`config.mk`:
```
export PLATFORM = sky130hd
export DESIGN_NAME = uart_response_rx
export DESIGN_NICKNAME = d
export VERILOG_FILES = /design/src/rtl/uart_pkg.sv /design/src/rtl/uart_rx_byte.sv /design/src/rtl/uart_response_rx.sv
export SDC_FILE = /design/constraint.sdc
export NUM_CORES = 1
export LEC_CHECK = 0
export BUFFER_PORTS_ARGS = -buffer_cell sky130_fd_sc_hd__buf_2
export CORE_AREA = 5 5 90 92
export CTS_CLUSTER_SIZE = 14
export DETAILED_ROUTE_END_ITERATION = 6
export DIE_AREA = 0 0 95 97
export MAX_ROUTING_LAYER = met4
export PLACE_DENSITY_LB_ADDON = 0.05
export SLEW_MARGIN = 0
export SYNTH_ARGS = -nofsm -noshare
export SYNTH_HDL_FRONTEND = slang
export SYNTH_HIERARCHICAL = 1
export SYNTH_SLANG_ARGS = --single-unit
```
`constraint.sdc`:
```
create_clock -name clk -period 3.7 [get_ports clk]
set_input_delay 0.925 -clock clk [delete_from_list [all_inputs] [get_ports clk]]
set_output_delay 0.925 -clock clk [all_outputs]
set_load 0.005 [all_outputs]
```
`src/rtl/uart_pkg.sv`:
```
// Shared constants and state types for the UART response receiver.
// Holds the status-line match string and both FSM encodings.
package uart_pkg;

    localparam logic [7:0] ASCII_H     = 8'h48;
    localparam logic [7:0] ASCII_SPACE = 8'h20;
    localparam logic [7:0] ASCII_0     = 8'h30;
    localparam logic [7:0] ASCII_9     = 8'h39;

    localparam int MATCH_LEN = 7;
    localparam logic [0:MATCH_LEN-1][7:0] MATCH_STR = "HTTP/1.";

    typedef enum logic [1:0] {
        RX_IDLE,
        RX_START,
        RX_DATA,
        RX_STOP
    } rx_state_t;

    typedef enum logic [2:0] {
        P_IDLE,
        P_MATCH,
        P_VER,
        P_SP,
        P_D0,
        P_D1,
        P_D2
    } parse_state_t;

    function automatic logic is_digit(input logic [7:0] b);
        return (b >= ASCII_0) && (b <= ASCII_9);
    endfunction

    // 'H' is the only start character of the match string, so a
    // mismatching 'H' already counts as the first matched byte.
    function automatic logic [2:0] restart_idx(input logic [7:0] b);
        return (b == ASCII_H) ? 3'd1 : 3'd0;
    endfunction

    function automatic logic [9:0] acc_digit(input logic [9:0] acc,
                                             input logic [7:0] b);
        return 10'(acc * 10'd10 + 10'(b - ASCII_0));
    endfunction

endpackage

```
`src/rtl/uart_rx_byte.sv`:
```
// 8N1 byte deserialiser: rx synchroniser plus bit-timing FSM.
// Samples at bit centres; accepts back-to-back frames with no gap.
module uart_rx_byte
    import uart_pkg::*;
#(
    parameter int CLKS_PER_BIT = 434,
    parameter int SYNC_STAGES  = 2
) (
    input  logic       clk,
    input  logic       reset,
    input  logic       rx,
    output logic [7:0] rx_data,
    output logic       rx_valid,
    output logic       frame_err
);

    localparam int CW = $clog2(CLKS_PER_BIT);
    localparam logic [CW-1:0] FULL = CW'(CLKS_PER_BIT - 1);
    localparam logic [CW-1:0] HALF = CW'(CLKS_PER_BIT / 2 - 1);

    logic [SYNC_STAGES-1:0] sync_q;
    logic                   rx_s;
    rx_state_t              state;
    logic [CW-1:0]          cnt;
    logic [2:0]             bit_idx;
    logic [7:0]             shift;

    assign rx_s = sync_q[SYNC_STAGES-1];

    // Metastability chain; resets to the idle-high line level.
    always_ff @(posedge clk) begin
        if (!reset) begin
            sync_q <= '1;
        end else begin
            sync_q <= {sync_q[SYNC_STAGES-2:0], rx};
        end
    end

    // Bit-timing FSM with registered byte/error pulses.
    always_ff @(posedge clk) begin
        if (!reset) begin
            state     <= RX_IDLE;
            cnt       <= '0;
            bit_idx   <= '0;
            shift     <= '0;
            rx_data   <= '0;
            rx_valid  <= 1'b0;
            frame_err <= 1'b0;
        end else begin
            rx_valid  <= 1'b0;
            frame_err <= 1'b0;
            unique case (state)
                RX_IDLE: begin
                    if (!rx_s) begin
                        cnt   <= HALF;
                        state <= RX_START;
                    end
                end
                RX_START: begin
                    if (cnt == '0) begin
                        if (rx_s) begin
                            state <= RX_IDLE;
                        end else begin
                            cnt     <= FULL;
                            bit_idx <= '0;
                            state   <= RX_DATA;
                        end
                    end else begin
                        cnt <= cnt - 1'b1;
                    end
                end
                RX_DATA: begin
                    if (cnt == '0) begin
                        shift <= {rx_s, shift[7:1]};
                        cnt   <= FULL;
                        if (bit_idx == 3'd7) begin
                            state <= RX_STOP;
                        end else begin
                            bit_idx <= bit_idx + 1'b1;
                        end
                    end else begin
                        cnt <= cnt - 1'b1;
                    end
                end
                RX_STOP: begin
                    if (cnt == '0) begin
                        if (rx_s) begin
                            rx_data  <= shift;
                            rx_valid <= 1'b1;
                        end else begin
                            frame_err <= 1'b1;
                        end
                        state <= RX_IDLE;
                    end else begin
                        cnt <= cnt - 1'b1;
                    end
                end
                default: state <= RX_IDLE;
            endcase
        end
    end

endmodule

```
`src/rtl/uart_response_rx.sv`:
```
// UART receive path that hunts for "HTTP/1.x ddd" once armed.
// Reports the 3-digit status code and whether it is a 2xx success.
module uart_response_rx
    import uart_pkg::*;
#(
    parameter int CLKS_PER_BIT = 434,
    parameter int SYNC_STAGES  = 2
) (
    input  logic       clk,
    input  logic       reset,
    input  logic       rx,
    input  logic       arm,
    output logic [7:0] rx_data,
    output logic       rx_valid,
    output logic       frame_err,
    output logic       busy,
    output logic [9:0] status_code,
    output logic       status_valid,
    output logic       status_ok
);

    parse_state_t pstate;
    logic [2:0]   idx;
    logic [9:0]   acc;
    logic [9:0]   acc_next;

    uart_rx_byte #(
        .CLKS_PER_BIT(CLKS_PER_BIT),
        .SYNC_STAGES (SYNC_STAGES)
    ) u_byte (
        .clk      (clk),
        .reset    (reset),
        .rx       (rx),
        .rx_data  (rx_data),
        .rx_valid (rx_valid),
        .frame_err(frame_err)
    );

    assign acc_next = acc_digit(acc, rx_data);

    // Status-line parser; arm overrides any byte seen the same cycle.
    always_ff @(posedge clk) begin
        if (!reset) begin
            pstate       <= P_IDLE;
            idx          <= '0;
            acc          <= '0;
            busy         <= 1'b0;
            status_code  <= '0;
            status_valid <= 1'b0;
            status_ok    <= 1'b0;
        end else begin
            status_valid <= 1'b0;
            if (arm) begin
                pstate <= P_MATCH;
                idx    <= '0;
                acc    <= '0;
                busy   <= 1'b1;
            end else if (frame_err && pstate != P_IDLE) begin
                pstate <= P_MATCH;
                idx    <= '0;
                acc    <= '0;
            end else if (rx_valid) begin
                unique case (pstate)
                    P_IDLE: begin
                    end
                    P_MATCH: begin
                        if (rx_data == MATCH_STR[idx]) begin
                            if (idx == 3'(MATCH_LEN - 1)) begin
                                idx    <= '0;
                                pstate <= P_VER;
                            end else begin
                                idx <= idx + 1'b1;
                            end
                        end else begin
                            idx <= restart_idx(rx_data);
                        end
                    end
                    P_VER: begin
                        if (is_digit(rx_data)) begin
                            pstate <= P_SP;
                        end else begin
                            idx    <= restart_idx(rx_data);
                            pstate <= P_MATCH;
                        end
                    end
                    P_SP: begin
                        if (rx_data == ASCII_SPACE) begin
                            acc    <= '0;
                            pstate <= P_D0;
                        end else begin
                            idx    <= restart_idx(rx_data);
                            pstate <= P_MATCH;
                        end
                    end
                    P_D0, P_D1: begin
                        if (is_digit(rx_data)) begin
                            acc    <= acc_next;
                            pstate <= (pstate == P_D0) ? P_D1 : P_D2;
                        end else begin
                            acc    <= '0;
                            idx    <= restart_idx(rx_data);
                            pstate <= P_MATCH;
                        end
                    end
                    P_D2: begin
                        if (is_digit(rx_data)) begin
                            status_code  <= acc_next;
                            status_ok    <= (acc_next >= 10'd200) &&
                                            (acc_next <= 10'd299);
                            status_valid <= 1'b1;
                            busy         <= 1'b0;
                            acc          <= '0;
                            pstate       <= P_IDLE;
                        end else begin
                            acc    <= '0;
                            idx    <= restart_idx(rx_data);
                            pstate <= P_MATCH;
                        end
                    end
                    default: pstate <= P_IDLE;
                endcase
            end
        end
    end

endmodule

```
== Yosys cells after proc, flatten, opt, wreduce, memory -nomap -nowiden ==
Memory sizes are Yosys's and may differ from the RTL's.
Cells that the tools add are included.
Word-level totals
  register bits after elaboration: 63
  ROM bits: 64
  bits of input ports: 4
  memories: 1
Memories
  (no name shown): words 8, width 8, read ports 1, clocked after Yosys merged registers in 0, wr ports 0, line uart_response_rx.sv:67  | if (rx_data == MATCH_STR[idx]) begin
Cells by class
  add/sub/neg operators: 5
  $mul: 1
  $lt $le $gt $ge: 5
  equal/unequal tests: 32
  mux-type cells: 48
  bitwise logic cells: 7
  reduce and logical (&&, ||, !) cells: 30
Operators by type and width (number)
  9-bit 2-to-1 mux: 5
  3-bit 2-to-1 mux: 12
  9-bit case mux with 4 select lines: 1
  10-bit case mux with 3 select lines: 1
  10-bit 2-to-1 mux: 2
  2-bit inequality test, second input constant: 10
  3-bit case mux with 6 select lines: 1
  2-bit 2-to-1 mux: 8
  8-bit 2-to-1 mux: 2
  4-bit AND reduction: 4
  3-bit equality test, second input constant: 5
  5-bit AND reduction: 3
  1-bit 2-to-1 mux: 13
  3-bit AND reduction: 4
  3-bit nonzero test: 4
  10-bit adder: 1
  10-bit by 8-bit greater-or-equal comparator with 1-bit output, second input constant: 1
  10-bit by 9-bit less-or-equal comparator with 1-bit output, second input constant: 1
  10-bit by 3-bit multiplier with 9-bit output, second input constant: 1
  9-bit logical NOT: 1
  3-bit case mux with 3 select lines: 1
  8-bit by 6-bit subtractor with 9-bit output, second input constant: 1
  9-bit by 1-bit subtractor with 9-bit output, second input constant: 1
  8-bit by 6-bit equality test with 1-bit output, second input constant: 1
  other kinds (26): 44

== Logic depth before layout (Yosys ltp) ==
  depth after elaboration: 10
  gate-level depth with buffers: 12
  gate-level depth less buffers: 12

== By module ==
The synthesis kept the hierarchy.
Modules (own cells, without submodules)
  uart_response_rx: instances 1, cells an instance 265, area each 2174.6 um2
  uart_rx_byte: instances 1, cells an instance 184, area each 1632.8 um2

== Worst setup path after synthesis ==
OpenSTA, ideal clock, no wires.
  path kind: register -> register
  start point: register acc[1]
  end point: register status_ok
  arrival time: 2.842 ns
  path slack: 0.771 ns
  stages on the path, launching flop included: 12
  path buffers: 0
  path through: dfxtp_1 > ha_1 > ha_1 > fa_1 > xor2_1 > ha_1 > and3b_1 > a211oi_1 > nand3_1 > a2111oi_0 > mux2i_1 > o31ai_1
Between the ends
  cells in the longest elaborated chain, start to end: 4
Ends and longest elaborated chain
  start: declaration: line uart_response_rx.sv:24  | logic [9:0] acc;
  start signal: assignment: line uart_response_rx.sv:97  | acc <= acc_next;
  10-bit by 3-bit multiplier with 9-bit output *: line uart_pkg.sv:42  | return 10'(acc * 10'd10 + 10'(b - ASCII_0));
  10-bit adder *: line uart_pkg.sv:42
  10-bit by 8-bit greater-or-equal comparator with 1-bit output or 10-bit by 9-bit less-or-equal comparator with 1-bit output (tied branches): line uart_response_rx.sv:108, uart_response_rx.sv:109
  1-bit logical AND *: line uart_response_rx.sv:108  | status_ok <= (acc_next >= 10'd200) &&
  end signal: assignment: line uart_response_rx.sv:108
  end: declaration: line uart_response_rx.sv:19  | output logic status_ok
Every way passes the cells marked *; elsewhere a longest branch is shown, timed or not.
A chain may end at the register's enable or synchronous reset.

== Final worst setup path ==
Same ends and word-level chain as after synthesis.

==> results.sh <==
export IMPL_syn_num_nets=488
export IMPL_vias=3302
export IMPL_synthCells=449
export IMPL_drt_wirelength_per_cell_um=15.6
export IMPL_dpl_cell_area_mm2=0.00397
export IMPL_cts_root_buffer="clkbuf_8"
export IMPL_drt_wl_total_um=8920
export IMPL_yosys_warnings=6
export IMPL_layout_nets=507
export IMPL_slew_viol_final=0
export IMPL_ys_types=69
export IMPL_max_cap_violations=0
export IMPL_most_common_layout_cells="dfxtp_1, a21oi_1, nand2_1, nor2_1, ha_1"
export IMPL_cts_buffers=9
export IMPL_cts_sinks=62
export IMPL_clock_latency_ns=0.34
export IMPL_grt_pass1_wl_um=15400
export IMPL_arrival_ns=3.50
export IMPL_worst_pin_slew_ns=0.772
export IMPL_final_common_cell="dfxtp_1"
export IMPL_synth_seq_cells=62
export IMPL_drt_iter0_markers=248
export IMPL_slew_headroom_pct=48.2
export IMPL_ioPinCount=27
export IMPL_finalSetupViolCount=0
export IMPL_post_route_min_period_ns=3.25
export IMPL_cts_htree_levels=3
export IMPL_antenna_found_initial=0
export IMPL_synth_yosys_seq_area_share_pct=32.6
export IMPL_fillers=696
export IMPL_synth_ff_type="dfxtp_1"
export IMPL_syn_area_per_cell_um2=8.48
export IMPL_tns_ns=0
export IMPL_hold_buffers=0
export IMPL_path_max_fanout=5
export IMPL_end_kind="register"
export IMPL_num_antenna_cells=0
export IMPL_multi_input_area_mm2=0.00241
export IMPL_postLayoutCellArea_mm2=0.00416
export IMPL_finalCritPeriodShare_pct=87.8
export IMPL_hold_depth=1
export IMPL_first_pass_iters=4
export IMPL_r2r_cells=11
export IMPL_instances_no_fill=572
export IMPL_grt_pass1_vias=3151
export IMPL_hold_class="register to register"
export IMPL_seq_area_mm2=0.00124
export IMPL_cts_tree="built"
export IMPL_synth_edf_count=0
export IMPL_cts_setup_buffers=0
export IMPL_final_util_pct=58.3
export IMPL_dp_hpwl_um=6460
export IMPL_die_y_um=97
export IMPL_skew_ns=0.00713
export IMPL_core_mm2=0.00714
export IMPL_synthArstFlopShare_pct=0
export IMPL_worstSetupStartpointType="register"
export IMPL_io_buffer_count=26
export IMPL_post_cts_resize_count=0
export IMPL_fmax_ghz=0.308
export IMPL_antenna_left=0
export IMPL_place_gp_congestion=0.876
export IMPL_total_leakage_power_nw=1.64
export IMPL_rows=31
export IMPL_clk_pin_slew_worst_paths_ns=0.07
export IMPL_drive_gt1_share_pct=12.5
export IMPL_peakVddDrop_uv=325
export IMPL_status="complete, no violations"
export IMPL_pwr_density_cell_mw_per_mm2=368
export IMPL_dieArea_mm2=0.00922
export IMPL_fp_dieW_um=95
export IMPL_syn_area_mm2=0.00381
export IMPL_clockBufferDepth=2
export IMPL_worstPathRequired_ns=3.95
export IMPL_hold_violations=0
export IMPL_path_class="register to register"
export IMPL_start_util_pct=53.3
export IMPL_grt_max_degree=27
export IMPL_dp_cells=556
export IMPL_rsz0062_at_grt="false"
export IMPL_vias_per_cell=5.77
export IMPL_overflow=0
export IMPL_track_usage_pct=21.3
export IMPL_area_growth_pct=9.33
export IMPL_drc_errors=0
final timing paths:
path,startpoint,to,slack [ns]
setup / recovery,acc[1]$_SDFFE_PP0P_,status_ok$_SDFFE_PN0P_,0.45
hold / removal,u_byte/sync_q[0]$_SDFF_PN1_,u_byte/sync_q[1]$_SDFF_PN1_,0.41
setup reg to reg,acc[1]$_SDFFE_PP0P_,status_ok$_SDFFE_PN0P_,0.45
hold reg to reg,u_byte/sync_q[0]$_SDFF_PN1_,u_byte/sync_q[1]$_SDFF_PN1_,0.41
cell families after synthesis:
logic type / Yosys count / synth area share, %
DFF: 62 / 32.6
AOI/OAI and AO/OA: 129 / 22.6
and+or+nand+nor: 157 / 21.3
xor gates and xnor gates: 16 / 3.68
adders and majority gates: 35 / 11.9
muxes: 14 / 3.68
buffers and inverters: 36 / 4.21
layer usage:
metal	wire length, µm	vias up	GRT usage [%]
met5	0	-	-
met2	4270	50	32.4
li1	-	1671	-
met3	275	18	4.81
met4	148	0	6.88
met1	4230	1563	27.8
worst max-delay path, stage by stage (launching register included):
cell	delay, ns
dfxtp_1	0.41
ha_1	0.26
ha_1	0.24
fa_1	0.41
xor2_1	0.18
ha_1	0.36
and3b_1	0.18
a211oi_1	0.19
nand3_1	0.20
a2111oi_0	0.39
mux2i_1	0.13
o31ai_1	0.21
layout make-up:
cell class	instances	share of cell area, %
well taps	99	2.98
inverters	17	1.53
repair buffers	27	3.31
multi-input cells	351	57.8
flip-flops and latches	62	29.8
clock buffers	10	3.07
clock inverters	6	1.50
synthesized netlist by cell type (all sizes together), types with 3 or more instances:
master / count / area share [%]
a211oi: 7 / 1.6
a21boi: 3 / 0.59
a21oi: 48 / 6.3
a22oi: 10 / 2.1
and2: 5 / 0.82
buf: 8 / 1.4
clkbuf: 11 / 1.1
dfxtp: 62 / 33
ha: 33 / 11
inv: 16 / 1.6
mux2i: 14 / 3.7
nand2: 49 / 4.9
nand2b: 14 / 2.3
nand3: 15 / 2.0
nand3b: 3 / 0.59
nor2: 37 / 3.7
nor3: 7 / 0.92
nor4: 7 / 1.5
o2111ai: 3 / 0.69
o211ai: 4 / 0.92
o21a: 5 / 0.99
o21ai: 21 / 2.8
o21bai: 4 / 0.79
o2bb2ai: 3 / 0.69
o31ai: 3 / 0.59
or4: 3 / 0.79
xnor2: 10 / 2.3
xor2: 6 / 1.4
flip-flops by register name (all words and copies together) (netlist names), named ones only:
signal and flops:
status_code 10, acc 9, u_byte/cnt 9, u_byte/rx_data 8, u_byte/shift 8, idx 3, pstate 3, u_byte/bit_idx 3
u_byte/sync_q 2, busy 1, status_ok 1, status_valid 1, u_byte/frame_err 1, u_byte/rx_valid 1, u_byte/state 1
power breakdown:
group          leakage [nW]  switching [mW]  total (mW)  internal, mW
sequential            0.502          0.0228       0.709         0.686
clock                 0.100           0.284       0.594         0.310
combinational          1.04           0.149       0.228        0.0794
through the flow:
step	power [mW]	setup WS, ns	hold slack (ns)
after CTS	1.54	0.449	0.420
after detailed placement	0.946	0.472	0.403
after global routing	1.60	0.174	0.430
after floorplan	0.916	0.771	0.386
final	1.53	0.452	0.412
after global placement	0.948	0.655	0.399
Power figures use the tool's default switching activity.
